<file path="config.mk">
export PLATFORM = sky130hd
export DESIGN_NAME = vga_capture
export DESIGN_NICKNAME = d
export VERILOG_FILES = /design/src/rtl/vga_pkg.sv /design/src/rtl/vga_edge_det.sv /design/src/rtl/vga_capture.sv
export SDC_FILE = /design/constraint.sdc
export NUM_CORES = 1
export LEC_CHECK = 0
export CAP_MARGIN = 25
export CORE_ASPECT_RATIO = 1.5
export CORE_MARGIN = 2
export CORE_UTILIZATION = 53
export CTS_CLUSTER_DIAMETER = 40
export DETAILED_ROUTE_END_ITERATION = 8
export HOLD_SLACK_MARGIN = 0.02
export PLACE_DENSITY = 0.85
export SLEW_MARGIN = 30
export SYNTH_ARGS = -nofsm -noshare
export SYNTH_HDL_FRONTEND = slang
export SYNTH_HIERARCHICAL = 1
export SYNTH_SLANG_ARGS = --single-unit
</file>
<file path="constraint.sdc">
create_clock -name clk -period 4.4 [get_ports clk]
set_input_delay 1.1 -clock clk [delete_from_list [all_inputs] [get_ports clk]]
set_output_delay 1.1 -clock clk [all_outputs]
set_load 0.05 [all_outputs]
</file>
<file path="src/rtl/vga_pkg.sv">
// Shared definitions for the VGA capture path: default frame geometry, bus widths,
// FSM state encoding and a saturating counter helper.
package vga_pkg;

    localparam int H_ACTIVE_DEF = 640;
    localparam int V_ACTIVE_DEF = 480;
    localparam int ADDR_W       = 19;
    localparam int COLOR_W      = 12;
    localparam int CNT_W        = 10;

    localparam logic [CNT_W-1:0] CNT_MAX = '1;

    typedef enum logic [1:0] {
        IDLE  = 2'd0,
        ARM   = 2'd1,
        FRAME = 2'd2
    } state_e;

    // Counters stick at their maximum instead of wrapping to zero.
    function automatic logic [CNT_W-1:0] sat_inc(input logic [CNT_W-1:0] v);
        return (v == CNT_MAX) ? v : v + 1'b1;
    endfunction

endpackage

</file>
<file path="src/rtl/vga_edge_det.sv">
// Rise/fall detector for one VGA input; the history register only advances on pix_en,
// so edges are measured in VGA pixels rather than system clocks.
module vga_edge_det #(
    parameter logic INIT = 1'b0
) (
    input  logic clk,
    input  logic reset,
    input  logic pix_en,
    input  logic sig_in,
    output logic rise,
    output logic fall
);

    logic prev_q;
    logic prev_d;

    always_comb begin
        prev_d = prev_q;
        if (pix_en) begin
            prev_d = sig_in;
        end
    end

    always_ff @(posedge clk) begin
        if (reset) begin
            prev_q <= INIT;
        end else begin
            prev_q <= prev_d;
        end
    end

    assign rise = pix_en &  sig_in & ~prev_q;
    assign fall = pix_en & ~sig_in &  prev_q;

endmodule

</file>
<file path="src/rtl/vga_capture.sv">
// Receive side of the VGA pixel stream: rebuilds (x,y) from valid/vsync edges and writes
// each active pixel, reduced to 4:4:4 colour, into the frame RAM at {x, y[8:0]}.
module vga_capture
    import vga_pkg::*;
#(
    parameter int H_ACTIVE = H_ACTIVE_DEF,
    parameter int V_ACTIVE = V_ACTIVE_DEF,
    parameter bit SYNC_POL = 1'b0
) (
    input  logic               clk,
    input  logic               reset,
    input  logic               pix_en,
    input  logic               start,
    input  logic               continuous,
    input  logic               hsync,
    input  logic               vsync,
    input  logic               valid,
    input  logic [7:0]         red,
    input  logic [7:0]         green,
    input  logic [7:0]         blue,
    output logic               wr_en,
    output logic [ADDR_W-1:0]  wr_addr,
    output logic [COLOR_W-1:0] wr_data,
    output logic               busy,
    output logic               frame_done,
    output logic               line_err,
    output logic               frame_err,
    output logic [CNT_W-1:0]   lines_seen
);

    localparam logic [CNT_W-1:0] H_LIM = CNT_W'(H_ACTIVE);
    localparam logic [CNT_W-1:0] V_LIM = CNT_W'(V_ACTIVE);

    state_e state_q, state_d;
    logic [CNT_W-1:0]   x_q, x_d;
    logic [CNT_W-1:0]   y_q, y_d;
    logic [CNT_W-1:0]   y_close;
    logic               wr_en_q, wr_en_d;
    logic [ADDR_W-1:0]  wr_addr_q, wr_addr_d;
    logic [COLOR_W-1:0] wr_data_q, wr_data_d;
    logic               frame_done_q, frame_done_d;
    logic               line_err_q, line_err_d;
    logic               frame_err_q, frame_err_d;
    logic [CNT_W-1:0]   lines_seen_q, lines_seen_d;

    logic vs_rise, vs_fall, vs_assert;
    logic valid_rise, valid_fall;
    logic unused_inputs;

    // History resets to the inactive sync level so the first active sample counts as an edge.
    vga_edge_det #(.INIT(!SYNC_POL)) u_vsync_det (
        .clk    (clk),
        .reset  (reset),
        .pix_en (pix_en),
        .sig_in (vsync),
        .rise   (vs_rise),
        .fall   (vs_fall)
    );

    vga_edge_det #(.INIT(1'b0)) u_valid_det (
        .clk    (clk),
        .reset  (reset),
        .pix_en (pix_en),
        .sig_in (valid),
        .rise   (valid_rise),
        .fall   (valid_fall)
    );

    assign vs_assert     = SYNC_POL ? vs_rise : vs_fall;
    assign unused_inputs = ^{hsync, valid_rise, red[3:0], green[3:0], blue[3:0]};

    always_comb begin
        state_d      = state_q;
        x_d          = x_q;
        y_d          = y_q;
        y_close      = y_q;
        wr_en_d      = 1'b0;
        wr_addr_d    = wr_addr_q;
        wr_data_d    = wr_data_q;
        frame_done_d = 1'b0;
        line_err_d   = line_err_q;
        frame_err_d  = frame_err_q;
        lines_seen_d = lines_seen_q;

        case (state_q)
            IDLE: begin
                if (start) begin
                    state_d     = ARM;
                    line_err_d  = 1'b0;
                    frame_err_d = 1'b0;
                    x_d         = '0;
                    y_d         = '0;
                end
            end

            ARM: begin
                if (vs_assert) begin
                    state_d = FRAME;
                    x_d     = '0;
                    y_d     = '0;
                end
            end

            FRAME: begin
                if (pix_en && valid) begin
                    if (x_q < H_LIM && y_q < V_LIM) begin
                        wr_en_d   = 1'b1;
                        wr_addr_d = {x_q, y_q[8:0]};
                        wr_data_d = {red[7:4], green[7:4], blue[7:4]};
                    end
                    x_d = sat_inc(x_q);
                end

                // A line closing on the same pixel as vsync is counted before the frame closes.
                if (valid_fall) begin
                    if (x_q != H_LIM) begin
                        line_err_d = 1'b1;
                    end
                    y_close = sat_inc(y_q);
                    x_d     = '0;
                    y_d     = y_close;
                end

                if (vs_assert) begin
                    frame_done_d = 1'b1;
                    lines_seen_d = y_close;
                    if (y_close != V_LIM) begin
                        frame_err_d = 1'b1;
                    end
                    x_d     = '0;
                    y_d     = '0;
                    state_d = continuous ? ARM : IDLE;
                end
            end

            default: begin
                state_d = IDLE;
            end
        endcase
    end

    always_ff @(posedge clk) begin
        if (reset) begin
            state_q      <= IDLE;
            x_q          <= '0;
            y_q          <= '0;
            wr_en_q      <= 1'b0;
            wr_addr_q    <= '0;
            wr_data_q    <= '0;
            frame_done_q <= 1'b0;
            line_err_q   <= 1'b0;
            frame_err_q  <= 1'b0;
            lines_seen_q <= '0;
        end else begin
            state_q      <= state_d;
            x_q          <= x_d;
            y_q          <= y_d;
            wr_en_q      <= wr_en_d;
            wr_addr_q    <= wr_addr_d;
            wr_data_q    <= wr_data_d;
            frame_done_q <= frame_done_d;
            line_err_q   <= line_err_d;
            frame_err_q  <= frame_err_d;
            lines_seen_q <= lines_seen_d;
        end
    end

    assign wr_en      = wr_en_q;
    assign wr_addr    = wr_addr_q;
    assign wr_data    = wr_data_q;
    assign busy       = (state_q != IDLE);
    assign frame_done = frame_done_q;
    assign line_err   = line_err_q;
    assign frame_err  = frame_err_q;
    assign lines_seen = lines_seen_q;

endmodule

</file>
# Word level (Yosys, flattened, before mapping)
# Index checks and enable logic that the tools add are counted.
totals:
  ff_bits: 69
  latchBits: 0
  ramBits: 0
  rom_bits: 0
  output_inout_bits: 46
  elab_cells: 79
  n_memories: 0
classes:
  add_sub_neg: 2
  multipliers: 0
  div_mod_pow: 0
  order_cmp: 2
  eq_ne: 14
  n_shift: 0
  muxes: 26
  n_bitwise: 8
  n_reduce_logical: 15
ops:
  columns: ["operator", "n"]
  rows:
  - ["two-way mux 10 bit", 10]
  - ["case mux 10 bit (3 select lines)", 2]
  - ["adder 10 x 1 -> 10 bit, second input constant", 2]
  - ["== test 10 bit, second input constant", 2]
  - ["< comparator 10 bit, second input constant", 1]
  - ["< comparator 10 x 9 -> 1 bit, second input constant", 1]
  - ["!= test 10 bit, second input constant", 1]
  - ["!= test 10 x 9 -> 1 bit, second input constant", 1]
  - ["AND reduction 3 bit", 3]
  - ["two-way mux 1 bit", 8]
  - ["!= test 4 x 2 -> 1 bit, second input constant", 2]
  - ["AND reduction 4 bit", 2]
  - ["two-way mux 2 bit", 3]
  - ["!= test 2 x 1 -> 1 bit, second input constant", 3]
  - ["!= test 2 bit, second input constant", 3]
  - ["case mux 2 bit (3 select lines)", 1]
  - ["AND reduction 5 bit", 1]
  - ["bitwise AND 1 bit", 4]
  - ["NOT 1 bit", 4]
  - ["case mux 1 bit (2 select lines)", 2]
  - ["nonzero test 2 bit", 2]
  - ["nonzero test 3 bit", 1]
  - ["OR reduction 3 bit", 1]
  - ["== test 2 x 1 -> 1 bit, second input constant", 1]
  - ["other kinds (5)", 6]

# Depth between registers and ports, before layout
depth:
  depth_word: 9
  mapped_depth: 9
  depth_no_buf: 6

# Hierarchy
# The synthesis kept the hierarchy.
by_module_without_submodules:
  columns: ["module", "n_inst", "cells_each", "area_each_um2"]
  rows:
  - ["vga_capture", 1, 386, 3044.2]
  - ["vga_edge_det at u_valid_det", 1, 6, 52.6]
  - ["vga_edge_det at u_vsync_det", 1, 6, 51.3]

# Least setup slack after synthesis
# No wires, ideal clock.
synth_path:
  path_kind: "input port to flip-flop"
  from: "input vsync"
  to: "register x_q[9]"
  setup_ns: 0.074
  t_arrival_ns: 2.868
  t_required_ns: 4.326
  slack_ns: 1.457
  cell_stages: 8
  path_buffers: 3
  cell_sequence: "and3b_2 -> buf_2 -> or3b_1 -> buf_2 -> or2_0 -> buf_2 -> or4_1 -> a31oi_1"
synth_between:
  elab_chain_len: 5
  elab_cells_between_ends: 9
  classes_between: "3 x eq/ne; 2 x mux; 3 x bitwise; 1 x reduce/logical"
synth_lines:
  columns: ["element", "line_no", "text"]
  rows:
  - ["from (decl)", "vga_capture.sv:16", "input logic vsync,"]
  - ["NOT 1 bit *", "vga_edge_det.sv:33", "assign fall = pix_en & ~sig_in & prev_q;"]
  - ["bitwise AND 1 bit * (2 in series)", "vga_edge_det.sv:33", null]
  - ["!= test 4 x 2 -> 1 bit (no line) (tied with other cells)", null, null]
  - ["AND reduction 5 bit (no line) / case mux 10 bit (3 select lines) (equally long branches)", null, null]
  - ["to (signal assigned)", "vga_capture.sv:145", "x_q <= '0;"]
  - ["to (signal assigned)", "vga_capture.sv:156", "x_q <= x_d;"]
  - ["to (decl)", "vga_capture.sv:35", "logic [CNT_W-1:0] x_q, x_d;"]
# Mark *: on every way between the ends. The rest lies on a longest branch, timed or not.
# A chain may end at the register's enable or synchronous reset.

# Worst setup path in the final report
layout_path:
  from: "input pix_en"
  to: "register x_q[2]"
layout_between:
  elab_chain_len: 5
  elab_cells_between_ends: 12
  classes_between: "3 x eq/ne; 3 x mux; 4 x bitwise; 2 x reduce/logical"
layout_lines:
  columns: ["element", "line_no", "text"]
  rows:
  - ["from (decl)", "vga_capture.sv:12", "input logic pix_en,"]
  - ["bitwise AND 1 bit * (2 in series)", "vga_edge_det.sv:33", null]
  - ["named net valid_fall", "vga_capture.sv:47", "logic valid_rise, valid_fall;"]
  - ["two-way mux 10 bit", "vga_capture.sv:115", "if (valid_fall) begin"]
  - ["two-way mux 10 bit", "vga_capture.sv:124", "if (vs_assert) begin"]
  - ["case mux 10 bit (3 select lines)", "vga_capture.sv:85", "case (state_q)"]
# Mark *: on every way through the listed nets, which the timed path passes. The rest lies on a longest branch.

==> key figures <==
Status
  – Status: completed

Timing
  – Final setup TNS: 0 ns
  – Final worst slack: 1.132 ns
  – Final Hold Viols: 0
  – Worst slew margin: 0.4811
  – Final Cycle Share: 0.7428
  – Final Slew Violations: 0
  – Least-Margin Pin Slew: 0.7783 ns
  – RSZ-0062 raised after global routing: no
  – Skew final: 0.01466 ns
  – Tmin final: 3.268 ns
  – Setup Viol. Count Final: 0
  – Top achievable clock speed: 306.0 MHz

Power and ir drop
  – Worst vdd ir: 267.6 uV
  – Pwr dens: 311.7 nW/um2
  – Clock power frac: 0.430
  – Total power: 1237 uW
  – Leak: 0.001289 uW
  – Psw: 285.7 uW
  – Comb pwr share: 0.058
  – Switch share: 0.2310
  – Flop pwr share: 0.512
  – Internal power: 951.2 uW

Clock network
  – Reg clk slew, reported paths: 0.07 ns
  – Total setup buffers inserted after CTS: 0
  – # clock sinks: 69
  – CTS tree: yes
  – Hold_buf cts: 0
  – Worst skew pair latency: 0.35 ns
  – Root Buffer: clkbuf_8
  – CTS HTree Levels: 3
  – Max Root-Sink Buffers: 2
  – Number of CTS-inserted buffers: 9
  – Post_cts resized: 0

Floorplan
  – Die X: 66.85 um
  – Die area: 6570 um2
  – Initial Util: 0.5468
  – Die height: 98.28 um
  – # rows: 34
  – I/O pin cnt: 78
  – Core Area: 5743 um2

Setup path
  – Kind of critical path: primary input to flip-flop
  – Worst-path maximum fanout: 13
  – CP peak stage delay: 0.55 ns
  – Worst endpoint required time: 4.67 ns
  – Worst EP arrival: 3.54 ns
  – Critical Path End Type: flip-flop
  – Crit-path cells: clkdlybuf4s50_1 > and3b_2 > nor4b_4 > a22oi_1 > o211ai_1 > or3b_2 > a21oi_1
  – CP max-delay cell: clkdlybuf4s50_1
  – Cell family with the largest share of critical-path delay: simple AND/OR/NAND/NOR gates
  – CP startpoint kind: primary input
  – WP buf/inv: 1

Worst hold path
  – Hold Crit Class: flip-flop to flip-flop

Final layout
  – Share of post-route cells with drive strength above 1: 0.06874
  – Most common cell after layout, fill and taps aside: nand2_1
  – Area delta synth->final: 26.33%
  – Nets: 481
  – Most frequent cells in the layout: nand2_1, dfxtp_1, clkdlybuf4s50_1, a21oi_1, nor2_1
  – ANT cells: 0

Placement
  – PortBufs: 64
  – Routability cong.: 0.8701
  – Placed wire-length estimate: 5276 um
  – Place WS: 0.8121 ns

Logic synthesis
  – Gate Count Post-Synth: 396
  – Synthesis Warnings: 6
  – Post-Syn Nets: 431
  – Synth Area per Inst: 7.931 um2
  – Mapped Area: 3141 um2

Detailed routing
  – Drt total wl: 7458 um
  – 1st-iter DRT viols: 248
  – Wirelength per Cell: 14.26 um
  – DR pass1 iterations: 4
  – Drt via density: 5.673
  – Via count: 2967
  – DRC: 0
  – Post-route ant nets: 0

Global routing
  – Total grt overflow: 0
  – Initial antenna violation count: 0
  – Largest net degree at the start of global routing: 50
  – Vias in the first global route: 2835
  – GRT Util Overall: 0.2480
  – First-pass GRT wire length: 12720 um

Run
  – Number of max-cap violations: 0
## power by group through the flow
stage / sequential, uW / clock, uW / combinational (uW)
final: 633 / 532 / 71.8
after global routing: 634 / 566 / 79.6
after CTS: 633 / 544 / 72.1
after detailed placement: 647 / 0 / 71.6
after global placement: 647 / 0 / 70.5
after floorplan: 648 / 0 / 45.0
## metal layers
layer  wire (um)  GRT usage  vias up
li1            -          -     1477
met1        3122     0.3027     1372
met2        3736     0.4123       98
met3         430    0.05876       20
met4         168     0.1005        0
met5           0          0        -
## metrics by stage
| step | hold WS [ns] | std cells | util | cell area [um2] |
|---|---|---|---|---|
| 2_1_floorplan | 0.4403 | 396 | - | 3141 |
| 3_3_place_gp | 0.4408 | 507 | 0.6542 | 3757 |
| 3_5_place_dp | 0.4456 | 507 | 0.6542 | 3757 |
| 4_1_cts | 0.4569 | 523 | 0.6909 | 3968 |
| 5_1_grt | 0.4766 | 523 | 0.6909 | 3968 |
| 6_report | 0.4525 | 523 | 0.6909 | 3968 |
## final timing paths
kind	start	end	slack [ns]	depth (start not counted)
worst max-delay path	pix_en	x_q[2]	1.13	7
worst min-delay path	wr_addr[0]	wr_addr[0]	0.45	2
worst max register to register	y_q[0]	frame_err	2.08	5
worst min register to register	wr_addr[0]	wr_addr[0]	0.45	2
## tightest hold or removal path, cell delays in order, from the launching register on
cell and delay [ns]:
dfxtp_1 0.31, nand2_1 0.05, a21oi_1 0.05
## layout make-up
type | count | area (um2)
Fill cell | 472 | 1775
Multi-Input combinational cell | 295 | 1613
Sequential cell | 69 | 1381
Timing Repair Buffer | 67 | 658.1
Clock buffer | 11 | 151.4
Tap cell | 72 | 90.09
Clock inverter | 5 | 58.81
Inverter | 4 | 15.01
## flip-flops by register name (all words and copies together), names as in the netlist
name,cells
u_vsync_det/prev_q,1
line_err,1
x_q,10
y_q,10
wr_addr,19
wr_data,12
lines_seen,10
state_q,2
wr_en,1
frame_err,1
frame_done,1
u_valid_det/prev_q,1
Power figures use the tool's default switching activity.
